<file path="src/rtl/pc_sequencer.sv">
// pc_sequencer: multi-cycle control FSM for the OTTER program counter.
// Each cycle it decides whether the PC register loads and which next-PC
// source the PC-select mux presents. It handles branches, load wait
// cycles, MRET, illegal-instruction traps and external interrupts.
//
// Ports:
//   CLK, RST       clock; asynchronous active-high reset
//   ir_opcode      instruction bits [6:0]
//   ir_func3       instruction bits [14:12]
//   ir_sys         instruction bits [31:20]
//   br_eq/lt/ltu   branch comparator results
//   intr           external interrupt request (level, asynchronous)
//   mie            mstatus.MIE from the CSR file
//   fetch_en       instruction-memory read enable
//   pc_we          PC register load enable
//   pc_sel         next-PC select (0 PC+4, 1 JALR, 2 branch, 3 JAL, 4 MTVEC, 5 MEPC)
//   int_taken      pulse: CSR saves mepc and clears MIE
//   illegal_trap   pulse: illegal instruction trapped to MTVEC
//   mret_exec      pulse: CSR restores MIE
module pc_sequencer #(
    parameter int unsigned LOAD_WAIT        = 1,
    parameter int unsigned INTR_SYNC_STAGES = 2
) (
    input  logic        CLK,
    input  logic        RST,
    input  logic [6:0]  ir_opcode,
    input  logic [2:0]  ir_func3,
    input  logic [11:0] ir_sys,
    input  logic        br_eq,
    input  logic        br_lt,
    input  logic        br_ltu,
    input  logic        intr,
    input  logic        mie,
    output logic        fetch_en,
    output logic        pc_we,
    output logic [2:0]  pc_sel,
    output logic        int_taken,
    output logic        illegal_trap,
    output logic        mret_exec
);

    localparam int unsigned CNT_W = 3;

    localparam logic [6:0] OP_JAL    = 7'b1101111;
    localparam logic [6:0] OP_JALR   = 7'b1100111;
    localparam logic [6:0] OP_BRANCH = 7'b1100011;
    localparam logic [6:0] OP_LOAD   = 7'b0000011;
    localparam logic [6:0] OP_STORE  = 7'b0100011;
    localparam logic [6:0] OP_OP     = 7'b0110011;
    localparam logic [6:0] OP_IMM    = 7'b0010011;
    localparam logic [6:0] OP_LUI    = 7'b0110111;
    localparam logic [6:0] OP_AUIPC  = 7'b0010111;
    localparam logic [6:0] OP_SYSTEM = 7'b1110011;

    localparam logic [2:0] SEL_PC4    = 3'd0;
    localparam logic [2:0] SEL_JALR   = 3'd1;
    localparam logic [2:0] SEL_BRANCH = 3'd2;
    localparam logic [2:0] SEL_JAL    = 3'd3;
    localparam logic [2:0] SEL_MTVEC  = 3'd4;
    localparam logic [2:0] SEL_MEPC   = 3'd5;

    typedef enum logic [1:0] {
        ST_FETCH = 2'd0,
        ST_EXEC  = 2'd1,
        ST_WB    = 2'd2,
        ST_INTR  = 2'd3
    } state_t;

    state_t                        state, next_state;
    logic [CNT_W-1:0]              wb_cnt;
    logic [INTR_SYNC_STAGES-1:0]   intr_sync;
    logic                          intr_s;
    logic                          wb_last;
    logic                          br_legal;
    logic                          br_taken;
    state_t                        exit_state;

    // Interrupt request synchronizer
    always_ff @(posedge CLK or posedge RST) begin
        if (RST) begin
            intr_sync <= '0;
        end else begin
            intr_sync[0] <= intr;
            for (int i = 1; i < int'(INTR_SYNC_STAGES); i++) begin
                intr_sync[i] <= intr_sync[i-1];
            end
        end
    end

    assign intr_s  = intr_sync[INTR_SYNC_STAGES-1];
    assign wb_last = (wb_cnt == CNT_W'(LOAD_WAIT - 1));

    // Where an instruction goes once it retires
    assign exit_state = (intr_s && mie) ? ST_INTR : ST_FETCH;

    // Branch condition decode
    always_comb begin
        br_legal = 1'b1;
        br_taken = 1'b0;
        case (ir_func3)
            3'b000:  br_taken = br_eq;
            3'b001:  br_taken = !br_eq;
            3'b100:  br_taken = br_lt;
            3'b101:  br_taken = !br_lt;
            3'b110:  br_taken = br_ltu;
            3'b111:  br_taken = !br_ltu;
            default: br_legal = 1'b0;
        endcase
    end

    // State register
    always_ff @(posedge CLK or posedge RST) begin
        if (RST) begin
            state <= ST_FETCH;
        end else begin
            state <= next_state;
        end
    end

    // Writeback wait counter; idle at zero outside WB
    always_ff @(posedge CLK or posedge RST) begin
        if (RST) begin
            wb_cnt <= '0;
        end else if (state == ST_WB && !wb_last) begin
            wb_cnt <= wb_cnt + CNT_W'(1);
        end else begin
            wb_cnt <= '0;
        end
    end

    // Next-state and output decode
    always_comb begin
        next_state   = state;
        fetch_en     = 1'b0;
        pc_we        = 1'b0;
        pc_sel       = SEL_PC4;
        int_taken    = 1'b0;
        illegal_trap = 1'b0;
        mret_exec    = 1'b0;

        case (state)
            ST_FETCH: begin
                fetch_en   = 1'b1;
                next_state = ST_EXEC;
            end
            ST_EXEC: begin
                pc_we      = 1'b1;
                next_state = exit_state;
                case (ir_opcode)
                    OP_JAL:  pc_sel = SEL_JAL;
                    OP_JALR: pc_sel = SEL_JALR;
                    OP_BRANCH: begin
                        if (br_legal) begin
                            pc_sel = br_taken ? SEL_BRANCH : SEL_PC4;
                        end else begin
                            pc_sel       = SEL_MTVEC;
                            illegal_trap = 1'b1;
                            next_state   = ST_FETCH;
                        end
                    end
                    OP_LOAD: begin
                        pc_we      = 1'b0;
                        next_state = ST_WB;
                    end
                    OP_STORE, OP_OP, OP_IMM, OP_LUI, OP_AUIPC: pc_sel = SEL_PC4;
                    OP_SYSTEM: begin
                        if (ir_func3 == 3'b000 && ir_sys == 12'h302) begin
                            pc_sel    = SEL_MEPC;
                            mret_exec = 1'b1;
                        end else begin
                            pc_sel = SEL_PC4;
                        end
                    end
                    default: begin
                        // Trap wins over a pending interrupt
                        pc_sel       = SEL_MTVEC;
                        illegal_trap = 1'b1;
                        next_state   = ST_FETCH;
                    end
                endcase
            end
            ST_WB: begin
                if (wb_last) begin
                    pc_we      = 1'b1;
                    next_state = exit_state;
                end
            end
            ST_INTR: begin
                pc_sel     = SEL_MTVEC;
                pc_we      = 1'b1;
                int_taken  = 1'b1;
                next_state = ST_FETCH;
            end
            default: next_state = ST_FETCH;
        endcase

        // Outputs drop immediately while reset is held
        if (RST) begin
            fetch_en     = 1'b0;
            pc_we        = 1'b0;
            pc_sel       = SEL_PC4;
            int_taken    = 1'b0;
            illegal_trap = 1'b0;
            mret_exec    = 1'b0;
        end
    end

endmodule

</file>
<file path="config.mk">
export PLATFORM = sky130hd
export DESIGN_NAME = pc_sequencer
export DESIGN_NICKNAME = d
export VERILOG_FILES = /design/src/rtl/pc_sequencer.sv
export SDC_FILE = /design/constraint.sdc
export NUM_CORES = 1
export LEC_CHECK = 0
export CORE_MARGIN = 2
export CORE_UTILIZATION = 35
export DETAILED_ROUTE_END_ITERATION = 12
export GPL_TIMING_DRIVEN = 1
export PLACE_DENSITY = 0.86
export SLEW_MARGIN = 20
export SYNTH_ARGS = -nofsm -noshare
export SYNTH_HDL_FRONTEND = slang
export SYNTH_SLANG_ARGS = --single-unit
</file>
<file path="constraint.sdc">
create_clock -name CLK -period 1.8 [get_ports CLK]
set_input_delay 0.27 -clock CLK [delete_from_list [all_inputs] [get_ports CLK]]
set_output_delay 0.27 -clock CLK [all_outputs]
set_load 0.01 [all_outputs]
</file>
==> summary.md <==
| Metric | Value |
|---|---|
| Outcome | `complete, but fails checks` |
| Violations in the final reports | `setup timing` |
| Flip-flop cell with the highest count after synthesis | `sky130_fd_sc_hd__dfrtp_1` |
| Maximum achievable frequency | `542.7 MHz` |
| Synth Area in Compound Gates | `0.1400` |
| Number of clock buffers inserted by TritonCTS | `3` |
| Final-layout setup total negative slack | `-0.06748 ns` |
| Critical path type | `input port to output port` |
| Top cell types by occurrence after synthesis | `9 x sky130_fd_sc_hd__nor2_1, 7 x sky130_fd_sc_hd__dfrtp_1` |
| Final Hold Vio Count | `0` |
| TritonCTS Sinks | `7` |
| Gate count after technology mapping | `70` |
| Synth-to-Final Area Change | `114.9%` |
| Max-slew violation total from the final report | `0` |
| Arrival time at the worst endpoint | `1.57 ns` |
| Largest family of logic cells by synthesized area | `simple AND/OR/NAND/NOR gates` |
| RSZ-0062 raised after global routing | `yes` |
| Largest net degree at the start of global routing | `8` |
| Fill cell count | `just under 90` |
| Number of synthesized register bits | `7` |
| Clock tree from TritonCTS | `built` |
| Cells on Worst Hold Path | `0` |
| P per Cell Area | `between 500 and 600 nW/um2` |
| Area share of and/or/nand/nor cells after synthesis | `0.4179` |
| Count of H-tree levels built during CTS | `1` |
| Fraction of registers with async set/reset | `1.000` |
| Fraction of the cycle the final worst path needs | `1.024` |
| Number of synthesis warnings | `0` |
| Fraction of synthesized cell area in xor and xnor cells | `0.03063` |
| Relative slew slack | `0.8040` |
| Kind of end point of the critical path | `output port` |
| # Max-Cap Violations | `0` |
| Area of the multi-input gates | `503.0 um2` |
| Layout Cells excl Fill | `150` |
| Avg Vias per Cell | `around 5.7` |
| Share of Yosys cell area claimed by the top area cell type | `0.3063` |
| Number of I/O port buffers | `36` |
| Total Wirelength | `between 2 and 3 mm` |
| Layout cell share with drive strength beyond 1 | `0.4627` |
| Critical hold path startpoint | `intr_sync[0]` |
| Critical path fanouts, max | `2` |
| End of the worst register-to-register path | `state[1]` |
| Vias in the first global route | `roughly 810` |
| Transition time at the pin with the least slew margin | `0.2940 ns` |
| Total grt overflow | `0` |
| Number of nets with antenna violations after detailed routing | `0` |
| Post-DP HPWL | `between 1.5 and 2 mm` |
| Peak supply drop | `0.4772 mV` |
| Post-layout minimum cycle time | `1.843 ns` |
| Worst-skew pair later-pin latency | `approximately 0.26 ns` |
| Cell count after placement | `142` |
| FF+latch area | `~180 um2` |
| Path depth of the worst reg2reg path | `8` |
| First DRT Iteration DRCs | `25` |
| Sequential-to-total area share from yosys stat | `0.3063` |
| Clock tree skew after final layout | `about 0.0084 ns` |
| Top Ports | `37` |
| Routability congestion estimate from global placement | `roughly 0.84` |
| Pwr Total | `~620 uW` |
| Required time at the worst-slack endpoint | `between 1.5 and 2 ns` |
| Most common cell in the netlist | `sky130_fd_sc_hd__nor2_1` |
| Worst hold endpoint | `intr_sync[1]` |
| CTS Buffer Depth | `2` |
| Share of cell area taken by muxes after synthesis | `0.03501` |
| Clk Tree Root Cell | `sky130_fd_sc_hd__clkbuf_4` |
| Post-route setup slack | `-0.04280 ns` |
| Adder-Cell Fraction of Synth Area | `0.04376` |
| Die Footprint | `slightly below 2000 um2` |
| Reg2reg setup slack | `-0.02 ns` |
| Row count | `14` |
| Leading area contributor after synthesis | `sky130_fd_sc_hd__dfrtp_1` |
| Syn nets | `~100` |
| Synth area leaders | `sky130_fd_sc_hd__dfrtp_1 31%, sky130_fd_sc_hd__nor2_1 5.9%, sky130_fd_sc_hd__ha_1 4.4%, sky130_fd_sc_hd__a21oi_1 3.5%, sky130_fd_sc_hd__mux2i_1 3.5%` |
| Class of the tightest hold or removal check | `flop to flop` |
| Area of the core region | `around 1500 um2` |
| DRC errors left | `0` |
| Distinct cell type count of the synthesized netlist | `30` |
| First-pass detailed-route iteration total | `4` |
| Final routed wire length divided by cell count | `between 15 and 20 um` |
| Leakage | `0.6038 nW` |
| Number of enable flip-flop cells after synthesis | `0` |
| Antenna violations before repair | `0` |
| Sort of element at the start of the critical path | `input port` |
| Chip width | `around 44 um` |
| Worst R2R Start | `state[1]` |
| Clock-pin slew on the worst setup and hold paths | `roughly 0.05 ns` |
| Netlist Area Pre-Place | `571.8 um2` |
| Antenna Cells | `0` |
| Final Setup Violations | `2` |
| DIE HEIGHT | `44.42 um` |
| Total routing resource utilization after global routing | `0.2659` |
| Syn avg cell area | `just over 8 um2` |
| Count of vias placed by the detailed router | `858` |
| Starting density of the core | `0.3752` |
| Post-layout net count | `166` |
| First-pass GRT wire length | `3.691 mm` |
| Hold WS | `approximately 0.36 ns` |
cells in the final DEF, fill, tap and decap left out, types with 4 or more instances in the layout:
cell type                         instances
sky130_fd_sc_hd__buf_6                    6
sky130_fd_sc_hd__dlygate4sd2_1           13
sky130_fd_sc_hd__buf_2                    7
sky130_fd_sc_hd__nor3_1                   4
sky130_fd_sc_hd__clkdlybuf4s50_1          4
sky130_fd_sc_hd__buf_4                   20
sky130_fd_sc_hd__nor2_1                   5
sky130_fd_sc_hd__dfrtp_1                  7
sky130_fd_sc_hd__inv_1                    4
sky130_fd_sc_hd__clkbuf_2                 5
area by class of cell:
| type | instances | area share |
|---|---|---|
| clock buffer | 4 | 0.02138 |
| tap | 16 | 0.01629 |
| timing repair buffer | 60 | 0.3982 |
| sequential | 7 | 0.1426 |
| multi-input combinational | 59 | 0.4094 |
| inverter | 4 | 0.01222 |
worst max path at each step:
stage	from	end	slack, ns	cells after the start
4_1_cts	state[1]	pc_sel[2]	0.004	5
2_1_floorplan	ir_func3[1]	pc_sel[1]	0.13	4
3_5_place_dp	ir_func3[1]	pc_sel[1]	-0.84	6
5_1_grt	ir_func3[1]	pc_sel[1]	-0.09	6
6_report	ir_func3[1]	pc_sel[1]	-0.04	6
3_3_place_gp	ir_func3[1]	pc_sel[1]	-0.81	6
report_power, final:
part	switching, mW	leakage (nW)	internal, mW
Combinational	0.142	0.497	0.158
Sequential	0.00660	0.0914	0.170
Clock	0.0608	0.0150	0.0847
critical path, stage by stage:
cell                       delay [ns]
sky130_fd_sc_hd__buf_6           0.10
sky130_fd_sc_hd__mux2i_2         0.14
sky130_fd_sc_hd__xor2_1          0.16
sky130_fd_sc_hd__or4b_1          0.50
sky130_fd_sc_hd__a311oi_1        0.23
sky130_fd_sc_hd__buf_2           0.17
what timing repair did:
action,in CTS,in global routing
gates resized for setup,77,24
buffers inserted,1,3
hold buffers,0,0
pin swaps,13,12
setup endpoints to repair,8,5
stage by stage:
| step | instance area (um2) | worst slack (ns) | utilization |
|---|---|---|---|
| after floorplan | 571.8 | 0.1311 | - |
| after global placement | 1102 | -0.8086 | 0.7233 |
| after detailed placement | 1102 | -0.8385 | 0.7233 |
| after CTS | 1161 | 0.003810 | 0.7619 |
| after global routing | 1229 | -0.08983 | 0.8062 |
| final | 1229 | -0.04280 | 0.8062 |
kinds of logic (layout without fill, tap and decap cells):
kind of cell,count (synthesis),in the layout
simple gates,41,41
compound gates,12,12
flops,7,7
buf+inv,4,68
fa+ha+maj,2,2
xor+xnor,2,2
mux,2,2
per-layer routing:
metal,GRT usage,share of wire,up-vias
met1,0.2704,0.36,408
li1,-,-,391
met2,0.4706,0.55,49
met3,0.08571,0.061,10
met4,0.1576,0.028,0
met5,0,0,-
flip-flops by register name, summed over array words and instances, names as in the netlist:
register   count
wb_cnt         3
intr_sync      2
state          2
Note: power is estimated with default switching activity, not from simulation.
